$ cat config.mk
export PLATFORM = sky130hd
export DESIGN_NAME = dp_skid_reg
export DESIGN_NICKNAME = d
export VERILOG_FILES = /design/src/rtl/dp_skid_reg.sv
export SDC_FILE = /design/constraint.sdc
export NUM_CORES = 1
export LEC_CHECK = 0
export BUFFER_PORTS_ARGS = -buffer_cell sky130_fd_sc_hd__buf_4
export CAP_MARGIN = 0
export CORE_UTILIZATION = 30
export CTS_BUF_LIST = sky130_fd_sc_hd__clkbuf_8 sky130_fd_sc_hd__clkbuf_16
export CTS_CLUSTER_SIZE = 25
export DETAILED_ROUTE_END_ITERATION = 10
export GPL_TIMING_DRIVEN = 0
export PLACE_DENSITY_LB_ADDON = 0.3
export REMOVE_ABC_BUFFERS = 1
export SETUP_SLACK_MARGIN = 0.5
export SLEW_MARGIN = 15
export SYNTH_ARGS = -nofsm -noshare
export SYNTH_HDL_FRONTEND = slang
export SYNTH_SLANG_ARGS = --single-unit
$ cat constraint.sdc
create_clock -name clk -period 2.45 [get_ports clk]
set_input_delay 0.245 -clock clk [delete_from_list [all_inputs] [get_ports clk]]
set_output_delay 0.245 -clock clk [all_outputs]
set_load 0.01 [all_outputs]
$ cat src/rtl/dp_skid_reg.sv
// dp_skid_reg: two-entry skid-buffered pipeline register; stall counter enabled by DP_SKID_STALL_CNT_EN.
module dp_skid_reg #(
  parameter int WIDTH = 32,
  parameter int CNT_W = 16
) (
  input  logic             clk,
  input  logic             rst_n,
  input  logic             flush,
  input  logic             in_valid,
  input  logic [WIDTH-1:0] in_data,
  output logic             in_ready,
  output logic             out_valid,
  output logic [WIDTH-1:0] out_data,
  input  logic             out_ready,
  output logic [CNT_W-1:0] stall_cnt
);
  localparam logic [1:0] EMPTY = 2'd0;
  localparam logic [1:0] BUSY  = 2'd1;
  localparam logic [1:0] FULL  = 2'd2;
  logic [1:0]       state, state_d;
  logic [WIDTH-1:0] main_q, main_d, skid_q, skid_d;
  logic             acc, emit;
  assign in_ready  = state != FULL;
  assign out_valid = state != EMPTY;
  assign out_data  = main_q;
  assign acc       = in_valid & in_ready;
  assign emit      = out_valid & out_ready;
  always_comb begin
    state_d = state;
    main_d  = main_q;
    skid_d  = skid_q;
    case (state)
      EMPTY: if (acc) begin
        state_d = BUSY;
        main_d  = in_data;
      end
      BUSY: if (acc && emit) main_d = in_data;
      else if (acc) begin
        state_d = FULL;
        skid_d  = in_data;
      end
      else if (emit) state_d = EMPTY;
      FULL: if (emit) begin
        state_d = BUSY;
        main_d  = skid_q;
      end
      default: state_d = EMPTY;
    endcase
    // flush overrides any handshake in the same cycle
    if (flush) begin
      state_d = EMPTY;
      main_d  = '0;
      skid_d  = '0;
    end
  end
  always_ff @(posedge clk or negedge rst_n) begin
    if (!rst_n) begin
      state  <= EMPTY;
      main_q <= '0;
      skid_q <= '0;
    end else begin
      state  <= state_d;
      main_q <= main_d;
      skid_q <= skid_d;
    end
  end
`ifdef DP_SKID_STALL_CNT_EN
  logic [CNT_W-1:0] stall_q;
  assign stall_cnt = stall_q;
  always_ff @(posedge clk or negedge rst_n) begin
    if (!rst_n) stall_q <= '0;
    else if (out_valid && !out_ready && !flush && stall_q != {CNT_W{1'b1}}) stall_q <= stall_q + 1'b1;
  end
`else
  assign stall_cnt = '0;
`endif
endmodule
### Word level (Yosys, flattened, before mapping)

Cells that the tools add are included.

| word-level totals | value |
|---|---|
| bits in registers | 66 |
| bits of input ports | 37 |
| output and inout bits | 50 |

| operators by class | value |
|---|---|
| equal/unequal tests | 9 |
| muxes and demuxes | 15 |
| bitwise operators | 2 |
| reduce and logical (&&, ||, !) cells | 9 |

Operators by type and width:

| operator | number |
|---|---|
| $mux W32 | 7 |
| $pmux W32 S3 | 1 |
| $mux W2 | 6 |
| $ne A3 B3 Y1 const B | 4 |
| $reduce_and A4 Y1 | 2 |
| $pmux W2 S3 | 1 |
| $reduce_bool A2 Y1 | 3 |
| $ne A2 B2 Y1 const B | 2 |
| $ne A4 B4 Y1 const B | 1 |
| $reduce_bool A4 Y1 | 1 |
| $reduce_and A3 Y1 | 1 |
| $and A1 B1 Y1 | 2 |
| $eq A2 B1 Y1 const B | 1 |
| $eq A2 B2 Y1 const B | 1 |
| $logic_not A2 Y1 | 1 |
| $logic_and A1 B1 Y1 | 1 |

### Longest topological paths before layout

| logic depth | value |
|---|---|
| depth after elaboration | 7 |
| depth in mapped cells | 8 |
| gate-level depth less buffers | 6 |

### Worst setup path after synthesis

No wires, ideal clock.

| timing | value |
|---|---|
| kind | register to register |
| start | reg state[0] |
| end | reg state[0] |
| library setup time | 95 ps |
| data arrival time | 1,648 ps |
| data required time | 2,355 ps |
| slack | 706 ps |
| cell stages (with the launch flop) | 8 |
| buffers on the path | 1 |
| cell sequence | dfrtp_1 > inv_1 > ha_1 > buf_6 > nand3b_1 > o22ai_1 > or4_1 > o31ai_1 |

| on the way | value |
|---|---|
| longest elaborated chain between the ends | 6 |
| elaborated cells between the ends (all ways) | 17 |
| those cells by class | eq/ne (7); mux (4); bitwise (2); reduce/logical (4) |

RTL lines:

| item | RTL line | RTL |
|---|---|---|
| start: declaration | 20 | `logic [1:0] state, state_d;` |
| start signal: assignment | 62 | `state <= state_d;` |
| $ne A2 B2 Y1 | 23 | `assign in_ready = state != FULL;` |
| $and A1 B1 Y1 | 26 | `assign acc = in_valid & in_ready;` |
| $mux W2 | 38 | `else if (acc) begin` |
| $mux W2 | 37 | `BUSY: if (acc && emit) main_d = in_data;` |
| $pmux W2 S3 | 32 | `case (state)` |
| $mux W2 | 50 | `if (flush) begin` |

Parallel ways exist; a longest one is shown, timed or not. The select of a mux whose other input is x is not followed.
A chain may end at the register's enable or synchronous reset.

### Final worst setup path

| timing | value |
|---|---|
| start | reg state[1] |
| end | reg state[1] |

The elaborated chain is that of the path after synthesis.

==> run summary <==
The global routing usage summed across all routing layers came out at about 16%. The final weighted congestion in routability-driven placement is ~0.70. In this run the remaining antenna-violating nets after routing total 0.

Prior to clock tree synthesis, the placed netlist has a worst setup slack of -0.374 ns. The most frequent cell after synthesis is dfrtp_1. After detailed routing, the average wire length per cell comes to approximately 16 µm. The number of global-route vias before repair is roughly 2,800. Across all setup checks in the final design, the least slack found is between 0.5 and 0.6 ns. The final antenna diode count is 0. The largest fanout on the critical path is 17.

The number of nets in the layout is around 490. The post-detailed-placement cell area is ~4100 µm². The final setup violation count came out at 0. The critical path start-end classification is flop to flop. The total clock buffers created by CTS is 9. The clock input transition at the sequential cells of the worst setup and hold paths is approximately 0.060 ns. The placed wire-length estimate after detailed placement came out at approximately 5100 µm.

After detailed placement, the design holds a cell count of approximately 560. The mean area per synthesized cell came out at around 9.4 µm². For this design the ratio of total power to cell area is roughly 1200 nW/µm². The count of buffers inserted at the top-level ports is 70. The peak supply drop came out at between 0.3 and 0.4 mV. Counting distinct cell types in the post-synthesis netlist gives 29. The total area inside the core boundary comes to about 11,000 µm².

The number of max-slew violations in the final report is 0. Setup repair after global routing could not meet its margin everywhere. Leaving out filler cells and counting taps, the final layout contains approximately 600. Measured along the y axis, the die boundary spans ~110 µm. The arrival time reported for the critical path endpoint is approximately 2.1 ns. The worst register-to-register path ends at state[1]. By count the netlist is led by dfrtp_1, nand2_1, inv_1. The share of the yosys chip area belonging to registers came out at 47.1%.

The worst reg2reg path startpoint is state[1]. The number of rows in the core area is 39. The count of clock tree sinks came out at 66. TritonCTS built the clock tree. 87 I/O pins were placed.

The count of unresolved DRC violations after routing is 0. The final hold violation count is 0. The number of maximum-capacitance violations came out at 0. The Yosys step of the flow raised 0 warnings. In this run, synthesis produced a sequential element count of 66.

The routed layout has around 2,900 vias. For this run, the detailed router's first-pass iteration total came to 5. The switching power as a share of total power came out at 35.9%. The clock network fraction of total power came out at about 25%. CTS built an H-tree with a depth of 3.

The transition time at the pin with the least slew margin came out at around 0.96 ns. The share of layout cells above drive strength 1 is between 20% and 30%. The deepest clock path buffer count came out at 2. Tracing the worst setup path back leads to its startpoint at state[1]. The total congestion overflow is 0.

The proportion of register bits with asynchronous set or reset after synthesis came out at 100%. The ratio of routed vias to standard cells is 4.82. Once layout is done, the placed cells without fillers occupy between 4000 and 5000 µm². Of all cell types, the one taking the most synthesized area is dfrtp_1. Of the available clock period, the critical path in the final layout requires between 70% and 80%.

The sequential group share of total power is between 20% and 30%. The initial antenna violation count was 0. The die boundary width came out at ~110 µm. The prevailing post-synth register cell is dfrtp_1. The clock tree skew after final layout is approximately 0.0075 ns. The violation count after the first detailed-route iteration came out at around 130.

Yosys attributes the largest share of cell area to dfrtp_1, mux2i_1, o32ai_1, nand2_1, or3_1. The synthesis-to-layout area growth came out at 36.2%. In this run, post-CTS hold repair placed 0 buffers. The largest net degree at the start of global routing came out at 102. The worst setup path is captured at a flop. The required time of the worst setup path came out at roughly 2.7 ns. Subtracting the final worst setup slack from the clock period gives 1.89 ns. The wire length of the first global-routing pass is 14,600 µm. The synthesized netlist occupies a cell area of roughly 3500 µm².

The switching component of the power came out at around 2.0 mW. The kind of start point of the critical path is a flop. The number of cells on the worst reg-to-reg path is 6. The area enclosed by the die boundary came out at around 12,000 µm². Cell internal power was estimated by the tool at about 3.6 mW. The insertion delay of the later-clocked pin in the worst-skew pair came out at between 0.3 and 0.4 ns.

The flop-to-flop setup slack is about 0.56 ns. The number of enable-type register cells in the synthesized netlist came out at 0. The analysis attributes to cell leakage a power of 2.05 nW.

Timing would allow up to approximately 0.53 GHz. The logic gate share of total power is roughly 48%. The fill cell instance count of the final layout is about 1,100. The top-area cell type share of the netlist area came out at between 40% and 50%. The tree is rooted in a clkbuf_16.

Once the floorplan was initialized, standard cells occupied a little under a third of the core. The routed design has about 9400 µm of wire. The tightest min-delay check is of the input port to asynchronous set/reset pin type.

The cell count after synthesis came out at 372. The max-slew headroom at the worst pin is a little over a third. The run finished with clean final reports.
-- worst max path at each step --
| stage | endpoint | slack [ns] | cells after the start |
|---|---|---|---|
| 2_1_floorplan | out_data[0] | 0.05 | 6 |
| 3_3_place_gp | out_data[21] | -1.19 | 6 |
| 3_5_place_dp | state[1] | -0.37 | 6 |
| 4_1_cts | out_data[29] | 0.53 | 8 |
| 5_1_grt | out_data[9] | 0.50 | 8 |
| 6_report | state[1] | 0.56 | 6 |
-- per-stage QoR --
stage                     hold slack, ns  total power, mW  TNS (ns)  utilization [%]
after detailed placement           0.427             3.57     -8.96             36.2
after floorplan                  -0.0506             2.57         0                -
after CTS                         0.0741             5.54         0             41.4
final                             0.0363             5.61         0             41.8
after global placement             0.416             3.32    -51.40             35.1
after global routing               0.102             5.94         0             41.8
-- critical path: stages (launching register included) --
cell and delay (ns):
dfrtp_2 0.41, buf_4 0.16, ha_4 0.19, nor2b_4 0.26, nand3_4 0.29, or3_1 0.40, o31ai_1 0.07
-- routing by layer --
metal  share of wire, %  global-route usage (%)  wire length (µm)
met1                 47                    21.3              4440
met2                 48                    27.1              4520
met3                3.3                    3.00               312
met4                1.5                    6.19               145
met5                  0                       0                 0
-- registers in the layout, indices dropped and copies added, names as in the netlist --
register	flops
out_data	32
skid_q	32
state	2
-- cell type report --
class                           instances  area, µm²  share of cell area, %
Sequential cell                        66       1650                   34.6
Clock buffer                           10        239                   5.01
Tap cell                              143        179                   3.75
Inverter                               38        143                   2.99
Clock inverter                          6       81.3                   1.70
Multi-Input combinational cell        239       1640                   34.4
Timing Repair Buffer                   93        835                   17.5
-- power by group through the flow --
stage	clock network [mW]	registers, mW	logic [mW]
2_1_floorplan	0	1.62	0.957
3_3_place_gp	0	1.53	1.78
3_5_place_dp	0	1.54	2.02
4_1_cts	1.41	1.52	2.61
5_1_grt	1.47	1.56	2.91
6_report	1.39	1.52	2.69
-- cell families after synthesis --
kind of cell    Yosys count  synth area share [%]
mux                      32                  9.14
flops                    66                  47.1
buf+inv                  84                  11.5
compound gates           75                  15.5
other cells               1                 0.107
simple gates            109                  14.9
fa+ha+maj                 5                  1.79
-- layout by cell type, fill, tap and decap left out, drive strengths merged --
cell	n
o32ai	33
bufinv	2
buf	93
conb	16
clkbuf	10
ha	5
o31a	1
nor2b	1
or3	33
a21boi	2
clkinvlp	1
a21oi	36
nand2	64
o31ai	2
nor2	2
dfrtp	66
o22ai	1
clkinv	2
inv	39
nand3	2
nand3b	2
and3b	1
mux2i	32
or4	1
o21ai	1
nand2b	4
-- timing repair --
action,4_1_cts,5_1_grt
setup buffers,14,4
hold endpoints to repair,0,0
cloned,3,0
pin swaps,5,3
setup endpoints to repair,66,34
gates resized for setup,16,5
No activity file was read; power rests on OpenSTA's default activity.
